**config.mk**
```make
export PLATFORM = sky130hd
export DESIGN_NAME = seq_divider_flat
export DESIGN_NICKNAME = d
export VERILOG_FILES = /design/src/rtl/seq_divider_pkg.sv /design/src/rtl/seq_divider_if.sv /design/src/rtl/seq_divider_step.sv /design/src/rtl/seq_divider.sv /design/src/flat_wrapper.sv
export SDC_FILE = /design/constraint.sdc
export NUM_CORES = 1
export LEC_CHECK = 0
export BUFFER_PORTS_ARGS = -buffer_cell sky130_fd_sc_hd__buf_2
export CAP_MARGIN = 20
export CORE_UTILIZATION = 55
export DETAILED_ROUTE_END_ITERATION = 10
export GPL_ROUTABILITY_DRIVEN = 0
export PLACE_DENSITY = 0.75
export SYNTH_ARGS = -nofsm -noshare
export SYNTH_HDL_FRONTEND = slang
export SYNTH_SLANG_ARGS = --single-unit
```
**constraint.sdc**
```tcl
create_clock -name clk -period 3 [get_ports clk]
set_input_delay 0.15 -clock clk [delete_from_list [all_inputs] [get_ports clk]]
set_output_delay 0.15 -clock clk [all_outputs]
set_load 0.05 [all_outputs]
```
**src/rtl/seq_divider_pkg.sv**
```systemverilog
// -----------------------------------------------------------------------------
// div_pkg
// Shared definitions for the sequential restoring divider slice:
//   - DEFAULT_WIDTH : default operand/result width
//   - MAX_WIDTH     : widest operand the magnitude helper can handle
//   - state_t       : FSM state encoding (IDLE=0, CALC=1, FIX=2, DONE=3)
//   - magnitude()   : two's-complement magnitude / conditional negation
// -----------------------------------------------------------------------------
package div_pkg;

  localparam int DEFAULT_WIDTH = 6;
  localparam int MAX_WIDTH     = 32;

  typedef enum logic [1:0] {
    IDLE = 2'd0,
    CALC = 2'd1,
    FIX  = 2'd2,
    DONE = 2'd3
  } state_t;

  // Negates the value when 'negative' is set, otherwise passes it through.
  // Callers zero-extend a narrower operand and keep only its low bits, which
  // yields the true magnitude even for the most-negative value.
  function automatic logic [MAX_WIDTH-1:0] magnitude(input logic [MAX_WIDTH-1:0] value,
                                                     input logic                 negative);
    return negative ? (~value + 1'b1) : value;
  endfunction

endpackage

```
**src/rtl/seq_divider_if.sv**
```systemverilog
// -----------------------------------------------------------------------------
// seq_divider_if
// Request/response bundle of the sequential divider.
//   start, dividend, divisor          : requester -> divider
//   busy, done, quotient, remainder,
//   dbz, ovf                          : divider -> requester
// Modports: master (requester side), slave (divider side).
// -----------------------------------------------------------------------------
interface seq_divider_if
  import div_pkg::*;
#(
  parameter int WIDTH = DEFAULT_WIDTH
);

  logic             start;
  logic [WIDTH-1:0] dividend;
  logic [WIDTH-1:0] divisor;
  logic             busy;
  logic             done;
  logic [WIDTH-1:0] quotient;
  logic [WIDTH-1:0] remainder;
  logic             dbz;
  logic             ovf;

  modport master (
    output start, dividend, divisor,
    input  busy, done, quotient, remainder, dbz, ovf
  );

  modport slave (
    input  start, dividend, divisor,
    output busy, done, quotient, remainder, dbz, ovf
  );

endinterface

```
**src/rtl/seq_divider_step.sv**
```systemverilog
// -----------------------------------------------------------------------------
// div_step
// One combinational radix-2 restoring iteration.
//   p_in        : partial remainder before the step (WIDTH+1 bits)
//   next_bit    : next dividend-magnitude bit, MSB first
//   divisor_mag : divisor magnitude
//   p_out       : partial remainder after the step
//   q_bit       : quotient bit produced by the step
// -----------------------------------------------------------------------------
module div_step
  import div_pkg::*;
#(
  parameter int WIDTH = DEFAULT_WIDTH
) (
  input  logic [WIDTH:0]   p_in,
  input  logic             next_bit,
  input  logic [WIDTH-1:0] divisor_mag,
  output logic [WIDTH:0]   p_out,
  output logic             q_bit
);

  logic [WIDTH+1:0] shifted;
  logic [WIDTH+1:0] trial;

  // The trial subtraction is one bit wider than P so its MSB is a clean sign:
  // a set MSB means the shifted remainder was smaller than the divisor and the
  // step restores (keeps) the shifted value.
  always_comb begin
    shifted = {p_in, next_bit};
    trial   = shifted - {2'b00, divisor_mag};
    q_bit   = ~trial[WIDTH+1];
    p_out   = q_bit ? trial[WIDTH:0] : shifted[WIDTH:0];
  end

endmodule

```
**src/rtl/seq_divider.sv**
```systemverilog
// -----------------------------------------------------------------------------
// seq_divider
// Sequential radix-2 restoring divider, one quotient bit per clock, truncating
// quotient and remainder (remainder takes the dividend's sign).
//   clk    : rising-edge clock
//   reset  : synchronous, active-high
//   bus    : seq_divider_if.slave
//            start/dividend/divisor in; busy, done (1-cycle pulse), quotient,
//            remainder, dbz (divide by zero), ovf (most-negative / -1) out
// Parameters: WIDTH (>=2), SIGNED (1 = two's complement, 0 = unsigned).
// Latency: WIDTH+2 cycles from start to done, 2 cycles on divide by zero.
// -----------------------------------------------------------------------------
module seq_divider
  import div_pkg::*;
#(
  parameter int WIDTH  = DEFAULT_WIDTH,
  parameter bit SIGNED = 1'b1
) (
  input logic           clk,
  input logic           reset,
  seq_divider_if.slave  bus
);

  localparam int CNT_W = $clog2(WIDTH + 1);

  state_t           state;
  state_t           state_next;
  logic             accept;

  logic [CNT_W-1:0] count;
  logic [WIDTH:0]   part_rem;
  logic [WIDTH-1:0] dvd_shift;
  logic [WIDTH-1:0] dvs_mag;
  logic [WIDTH-1:0] q_mag;
  logic [WIDTH-1:0] dvd_raw;
  logic             sign_n;
  logic             sign_d;
  logic             dbz_pend;
  logic             ovf_pend;

  logic             dvd_neg_in;
  logic             dvs_neg_in;
  logic [WIDTH-1:0] dvd_mag_in;
  logic [WIDTH-1:0] dvs_mag_in;

  logic [WIDTH:0]   step_rem;
  logic             step_q;

  logic [WIDTH-1:0] quotient_r;
  logic [WIDTH-1:0] remainder_r;
  logic             dbz_r;
  logic             ovf_r;

  // In unsigned mode the sign bits are forced to zero so magnitudes are the
  // raw operands.
  assign dvd_neg_in = SIGNED & bus.dividend[WIDTH-1];
  assign dvs_neg_in = SIGNED & bus.divisor[WIDTH-1];
  assign dvd_mag_in = WIDTH'(magnitude(MAX_WIDTH'(bus.dividend), dvd_neg_in));
  assign dvs_mag_in = WIDTH'(magnitude(MAX_WIDTH'(bus.divisor), dvs_neg_in));

  div_step #(
    .WIDTH (WIDTH)
  ) u_step (
    .p_in        (part_rem),
    .next_bit    (dvd_shift[WIDTH-1]),
    .divisor_mag (dvs_mag),
    .p_out       (step_rem),
    .q_bit       (step_q)
  );

  // State register.
  always_ff @(posedge clk) begin
    if (reset) begin
      state <= IDLE;
    end else begin
      state <= state_next;
    end
  end

  // Next-state logic. A start is only honoured in IDLE or DONE, which lets a
  // held start chain operations with no idle gap; a zero divisor skips the
  // iterations entirely.
  always_comb begin
    state_next = state;
    accept     = 1'b0;
    case (state)
      IDLE: accept = bus.start;
      CALC: begin
        if (count == CNT_W'(WIDTH - 1)) begin
          state_next = FIX;
        end
      end
      FIX:  state_next = DONE;
      DONE: begin
        state_next = IDLE;
        accept     = bus.start;
      end
      default: state_next = IDLE;
    endcase
    if (accept) begin
      state_next = (bus.divisor == '0) ? FIX : CALC;
    end
  end

  // Datapath: capture operands on accept, then run one restoring step per
  // CALC cycle, shifting dividend bits out MSB first and quotient bits in.
  always_ff @(posedge clk) begin
    if (reset) begin
      count     <= '0;
      part_rem  <= '0;
      dvd_shift <= '0;
      dvs_mag   <= '0;
      q_mag     <= '0;
      dvd_raw   <= '0;
      sign_n    <= 1'b0;
      sign_d    <= 1'b0;
      dbz_pend  <= 1'b0;
      ovf_pend  <= 1'b0;
    end else if (accept) begin
      count     <= '0;
      part_rem  <= '0;
      dvd_shift <= dvd_mag_in;
      dvs_mag   <= dvs_mag_in;
      q_mag     <= '0;
      dvd_raw   <= bus.dividend;
      sign_n    <= dvd_neg_in;
      sign_d    <= dvs_neg_in;
      dbz_pend  <= (bus.divisor == '0);
      ovf_pend  <= SIGNED && (bus.dividend == {1'b1, {(WIDTH-1){1'b0}}})
                          && (bus.divisor == '1);
    end else if (state == CALC) begin
      part_rem  <= step_rem;
      dvd_shift <= dvd_shift << 1;
      q_mag     <= {q_mag[WIDTH-2:0], step_q};
      count     <= count + 1'b1;
    end
  end

  // Result registers: flags clear on a new accept, everything is loaded in
  // FIX and then held until the next FIX. Special cases take priority over
  // the sign fix-up of the iterated magnitudes.
  always_ff @(posedge clk) begin
    if (reset) begin
      quotient_r  <= '0;
      remainder_r <= '0;
      dbz_r       <= 1'b0;
      ovf_r       <= 1'b0;
    end else if (accept) begin
      dbz_r <= 1'b0;
      ovf_r <= 1'b0;
    end else if (state == FIX) begin
      if (dbz_pend) begin
        quotient_r  <= '1;
        remainder_r <= dvd_raw;
        dbz_r       <= 1'b1;
      end else if (ovf_pend) begin
        quotient_r  <= {1'b1, {(WIDTH-1){1'b0}}};
        remainder_r <= '0;
        ovf_r       <= 1'b1;
      end else begin
        quotient_r  <= WIDTH'(magnitude(MAX_WIDTH'(q_mag), sign_n ^ sign_d));
        remainder_r <= WIDTH'(magnitude(MAX_WIDTH'(part_rem[WIDTH-1:0]), sign_n));
      end
    end
  end

  assign bus.busy      = (state == CALC) || (state == FIX);
  assign bus.done      = (state == DONE);
  assign bus.quotient  = quotient_r;
  assign bus.remainder = remainder_r;
  assign bus.dbz       = dbz_r;
  assign bus.ovf       = ovf_r;

endmodule

```
**src/flat_wrapper.sv**
```systemverilog
// flat-port wrapper written by rule: the top's interface ports become plain ports
module seq_divider_flat import div_pkg::*;
#(
  parameter int WIDTH  = DEFAULT_WIDTH,
  parameter bit SIGNED = 1'b1
)
  (clk, reset, bus_start, bus_dividend, bus_divisor, bus_busy, bus_done, bus_quotient, bus_remainder, bus_dbz, bus_ovf);
  seq_divider_if #(.WIDTH(WIDTH)) bus_i ();
  input logic clk;
  input logic reset;
  input wire logic [$bits(bus_i.start)-1:0] bus_start;
  input wire logic [$bits(bus_i.dividend)-1:0] bus_dividend;
  input wire logic [$bits(bus_i.divisor)-1:0] bus_divisor;
  output wire logic [$bits(bus_i.busy)-1:0] bus_busy;
  output wire logic [$bits(bus_i.done)-1:0] bus_done;
  output wire logic [$bits(bus_i.quotient)-1:0] bus_quotient;
  output wire logic [$bits(bus_i.remainder)-1:0] bus_remainder;
  output wire logic [$bits(bus_i.dbz)-1:0] bus_dbz;
  output wire logic [$bits(bus_i.ovf)-1:0] bus_ovf;
  assign bus_i.start = bus_start;
  assign bus_i.dividend = bus_dividend;
  assign bus_i.divisor = bus_divisor;
  assign bus_busy = bus_i.busy;
  assign bus_done = bus_i.done;
  assign bus_quotient = bus_i.quotient;
  assign bus_remainder = bus_i.remainder;
  assign bus_dbz = bus_i.dbz;
  assign bus_ovf = bus_i.ovf;
  seq_divider #(.WIDTH(WIDTH), .SIGNED(SIGNED)) u_core (.clk(clk), .reset(reset), .bus(bus_i));
endmodule
```
After elaboration in Yosys (flattened, before gate mapping)
Cells that the tools add are included.
{"block": "op_classes", "bitwise": 8, "reduce_logical": 12, "muxes": 16, "div": 0, "add_sub_neg": 6, "mul": 0, "shift": 0, "eq_ne": 7, "magnitude_cmp": 0}
{"op": "two-way mux 6 bit", "n": 10}
{"op": "adder 6 x 1 -> 6 bit (second input constant)", "n": 4}
{"op": "NOT 6 bit", "n": 4}
{"op": "== test 6 bit (second input constant)", "n": 2}
{"op": "subtractor 8 x 6 -> 8 bit", "n": 1}
{"op": "two-way mux 7 bit", "n": 1}
{"op": "zero test 6 bit", "n": 1}
{"op": "two-way mux 2 bit", "n": 3}
{"op": "case mux 2 bit (3 select lines)", "n": 1}
{"op": "AND reduction 2 bit", "n": 3}
{"op": "== test 2 bit (second input constant)", "n": 2}
{"op": "nonzero test 4 bit", "n": 1}
{"op": "OR reduction 2 bit", "n": 2}
{"op": "adder 3 x 1 -> 3 bit (second input constant)", "n": 1}
{"op": "== test 3 bit (second input constant)", "n": 1}
{"op": "!= test 3 x 1 -> 1 bit (second input constant)", "n": 1}
{"op": "NOT 1 bit", "n": 3}
{"op": "AND reduction 3 bit", "n": 1}
{"op": "== test 2 x 1 -> 1 bit (second input constant)", "n": 1}
{"op": "zero test 2 bit", "n": 1}
{"op": "nonzero test 2 bit", "n": 1}
{"op": "logical AND 1 bit", "n": 1}
{"op": "logical OR 1 bit", "n": 1}
{"op": "two-way mux 1 bit", "n": 1}
{"op": "bitwise XOR 1 bit", "n": 1}
{"block": "totals", "in_bits": 15, "reg_bits": 54, "word_cells": 64, "mem_count": 0, "output_inout_bits": 16, "latchBits": 0, "ramBits": 0, "mem_bits_ro": 0}

Depth between registers and ports, before layout
{"block": "logic_depth", "depth_word": 5, "mapped_depth": 9, "depth_no_buf": 9}

Modules after synthesis
Synthesis repeated with hierarchy kept, for this count alone.
{"block": "unflattened", "cells_unflattened": 354, "hier_area_um2": 2997.9}
{"mod": "seq_divider", "n_inst": 1, "cells_per_inst": 298, "area_per_inst_um2": 2561.2}
{"mod": "div_step", "n_inst": 1, "cells_per_inst": 56, "area_per_inst_um2": 436.7}

Worst setup path after synthesis
Ideal clock, no wire load.
{"block": "synth_timing", "path_type": "reg2reg", "from": "reg u_core.part_rem[3]", "to": "reg u_core.part_rem[6]", "t_arrival_ns": 2.148, "setup_ns": 0.079, "period_less_slack_ns": 2.228, "setup_slack_ns": 0.772, "path_stages_with_launch": 8, "cell_sequence": "dfxtp_1 > ha_1 > a21o_1 > a311o_1 > a211oi_4 > nand3b_2 > xor2_1 > a211oi_2"}
{"block": "synth_via", "elab_chain_len": 2}
{"element": "start: declaration", "line_no": "seq_divider.sv:31", "rtl": "logic [WIDTH:0] part_rem;"}
{"element": "start signal: assignment", "line_no": "seq_divider.sv:132", "rtl": "part_rem <= step_rem;"}
{"element": "subtractor 8 x 6 -> 8 bit", "line_no": "seq_divider_step.sv:30", "rtl": "trial = shifted - {2'b00, divisor_mag};"}
{"element": "two-way mux 7 bit", "line_no": "seq_divider_step.sv:32", "rtl": "p_out = q_bit ? trial[WIDTH:0] : shifted[WIDTH:0];"}
No other way between the ends.
A chain may end at the register's enable or synchronous reset.

Worst setup path in the final report
Ends and elaborated chain as after synthesis.

==> out/qor.yml <==
run_status:
  status: "complete, no violations"
drt:
  drc_errors: 0
  vias: 2359
  routedWlPerCell_um: 12.9
  finalWirelength_um: 5640
  vias_per_cell: 5.39
  drt_iter0_drc: 119
  firstDrtPassIters: 5
  drtAntennaViolNets: 0
power_and_ir_drop:
  p_per_area_mw_per_mm2: 926
  power_mw: 2.93
  ir_worst_vdd_mv: 0.536
  leakage_nw: 1.29
placed_design:
  port_buffers: 30
  post-dp-hpwl_um: 4210
  placed_area_mm2: 0.00307
worst_setup_path:
  crit_chain: "ha_1 -> a21o_1 -> a311o_1 -> a211oi_4 -> nand3b_2 -> xor2_1 -> a211oi_2"
  cp_slowest_cell: "a211oi_4"
  cp_num_buf_inv: 0
  crit_type: "register to register"
  reg2reg_from: "u_core.part_rem[3]"
  crit_arrival_ns: 2.69
  crit_family: "compound AO/OA/AOI/OAI gates"
  start_kind: "register"
  path_max_fanout: 8
  end_kind: "register"
  timing.rr.end: "u_core.part_rem[6]"
  cp.depth: 7
  reg2reg_depth: 7
  cp.required_ns: 3.22
  ff2ff_setup_slack_ns: 0.53
  max_stage_delay_ns: 0.52
final_layout:
  layout_commonest_cell: "nor2_1"
  multiInputGateArea_mm2: 0.00166
  n_antenna_cell: 0
  drive_above_1_share_pct: 12.7
  layout_common_cells: "nor2_1, dfxtp_1, nand2_1"
  ff_latch_area_mm2: 0.00106
  utilization_pct: 64.9
  nets: 404
  final_area_mm2: 0.00317
  syn_to_final_growth_pct: 10.2
  num-fill-cells: 460
floorplan:
  ios: 31
  start_util_pct: 58.9
  die_w_um: 74.3
  dieArea_mm2: 0.00552
  die_h_um: 74.3
  core_area_mm2: 0.00488
  rows: 25
sta:
  timing.slew.headroom_pct: 62.8
  fmax_mhz: 405
  rsz0062_at_grt: "no"
  final_hold_viol_count: 0
  worst_pin_slew_ns: 0.556
  drv_slew: 0
  fin_crit_sh_pct: 82.3
  period_minus_slack_ns: 2.47
  final.setup.tns_ns: 0
  setup-violations-final: 0
  skew_ns: 0.0117
run:
  maxCapViolations: 0
grt:
  grtUsageTotal_pct: 22.2
  use_met2_pct: 38.6
  busiest_layer: "met2"
  grt_pass1_vias: 2195
  grt_max_degree: 38
  grtUsageMet3_pct: 4.47
  grt_pass1_wl_um: 9440
  grtUsageMet1_pct: 27.9
  antenna_found_initial: 0
  overflow: 0
clocking:
  cts_hold_buf: 0
  clock_latency_ns: 0.30
  cts.sinks: 53
  cts_max_path_buffers: 2
  post_cts_buffers: 0
  htreeDepth: 2
  numCtsBuffers: 5
  cts_resized: 0
  root_buffer: "clkbuf_8"
  clk_pin_slew_worst_paths_ns: 0.10
  cts_tree: "yes"
synthesis:
  synth_cell_type_count: 40
  yosys_warnings: 0
  synth-seq-cells: 53
  netlist_instances: 347
  netlist_area_mm2: 0.00288
  ys_seq_area_share_pct: 36.9
  post_synth.cell_area_avg_um2: 8.29
  syn_nets: 381
hold_path:
  hp-start: "bus_divisor[0]"
  hold_depth: 3
  min_path_type: "input port to register"
  hold-path-endpoint: "u_core.dvs_mag[0]"
state kept, by name, indices dropped and copies added (netlist names):
register,flops
u_core.part_rem,7
u_core.bus.quotient,6
u_core.bus.remainder,6
u_core.dvd_shift,6
u_core.dvs_mag,6
u_core.q_mag,6
u_core.dvd_raw,5
u_core.count,3
u_core.state,2
u_core.bus.dbz,1
u_core.bus.ovf,1
u_core.dbz_pend,1
u_core.ovf_pend,1
u_core.sign_d,1
u_core.sign_n,1
metal layers:
layer	routed length, um	part of all wire [%]
met1	2660	47
met5	0	0
met4	40	0.71
met2	2680	48
met3	254	4.5
worst max path at each step:
stage          slack, ns               start                  to
6_report            0.53  u_core.part_rem[3]  u_core.part_rem[6]
5_1_grt             0.37  u_core.part_rem[3]  u_core.part_rem[6]
3_5_place_dp        0.55  u_core.part_rem[3]  u_core.part_rem[6]
3_3_place_gp        0.62  u_core.part_rem[3]  u_core.part_rem[6]
4_1_cts             0.49  u_core.part_rem[3]  u_core.part_rem[6]
2_1_floorplan       0.77  u_core.part_rem[3]  u_core.part_rem[6]
power breakdown:
part	internal, mW	total, mW	leakage, nW	switching [mW]
Clock	0.188	0.419	0.0512	0.231
Combinational	0.581	1.52	0.805	0.938
Sequential	0.871	0.995	0.433	0.123
synthesized netlist by cell type (all sizes together):
library cell	n	share of area (%)
o311a	1	0.35
o21a	2	0.52
o311ai	1	0.30
xnor2	13	4.0
nor3	7	1.2
nand4	1	0.22
clkbuf	16	2.1
a21boi	1	0.26
or3	3	0.65
and4	1	0.30
inv	20	2.6
a21oi	25	4.3
ha	18	7.8
nand2b	8	1.7
o211a	2	0.70
a311oi	3	0.91
a211oi	18	5.3
a31oi	2	0.43
o31ai	1	0.26
o21ai	14	2.4
buf	4	0.78
nor2	54	7.0
nor4	2	0.43
and4b	1	0.35
fa	1	0.70
nor2b	2	0.43
xor2	6	1.8
nand3b	1	0.39
and2	1	0.22
mux2i	21	7.3
a22oi	2	0.52
dfxtp	53	37
a311o	1	0.35
a32oi	1	0.30
nand2	34	4.4
a21o	2	0.52
o211ai	4	1.0
layout make-up:
cell class,count,area share (%)
inverter,20,2.37
timing repair buffer,36,6.16
clock buffer,6,2.61
sequential,53,33.5
tap,67,2.65
multi-input combinational,254,52.3
clock inverter,2,0.434
worst reg2reg max path, delay by kind of cell, from the launching register on:
family                     cells  cell delay, ns
and+or+nand+nor                1            0.14
xor gates and xnor gates       1            0.17
AOI/OAI and AO/OA              4            1.32
DFF                            1            0.46
adders and majority gates      1            0.31
stage by stage:
step           instances  setup WS [ns]  hold slack (ns)
2_1_floorplan        347          0.772            0.286
5_1_grt              438          0.370            0.107
3_3_place_gp         430          0.619            0.426
3_5_place_dp         430          0.554            0.436
6_report             438          0.530            0.110
4_1_cts              438          0.489            0.102
cell families (layout without fill, tap and decap cells):
family	after synthesis	count (layout)	synth area share, %
and+or+nand+nor	115	115	17.4
AOI/OAI and AO/OA	80	80	18.6
DFF	53	53	36.9
buffers and inverters	40	64	5.48
muxes	21	21	7.31
adders and majority gates	19	19	8.53
xor gates and xnor gates	19	19	5.79
No activity file was read; power rests on OpenSTA's default activity.
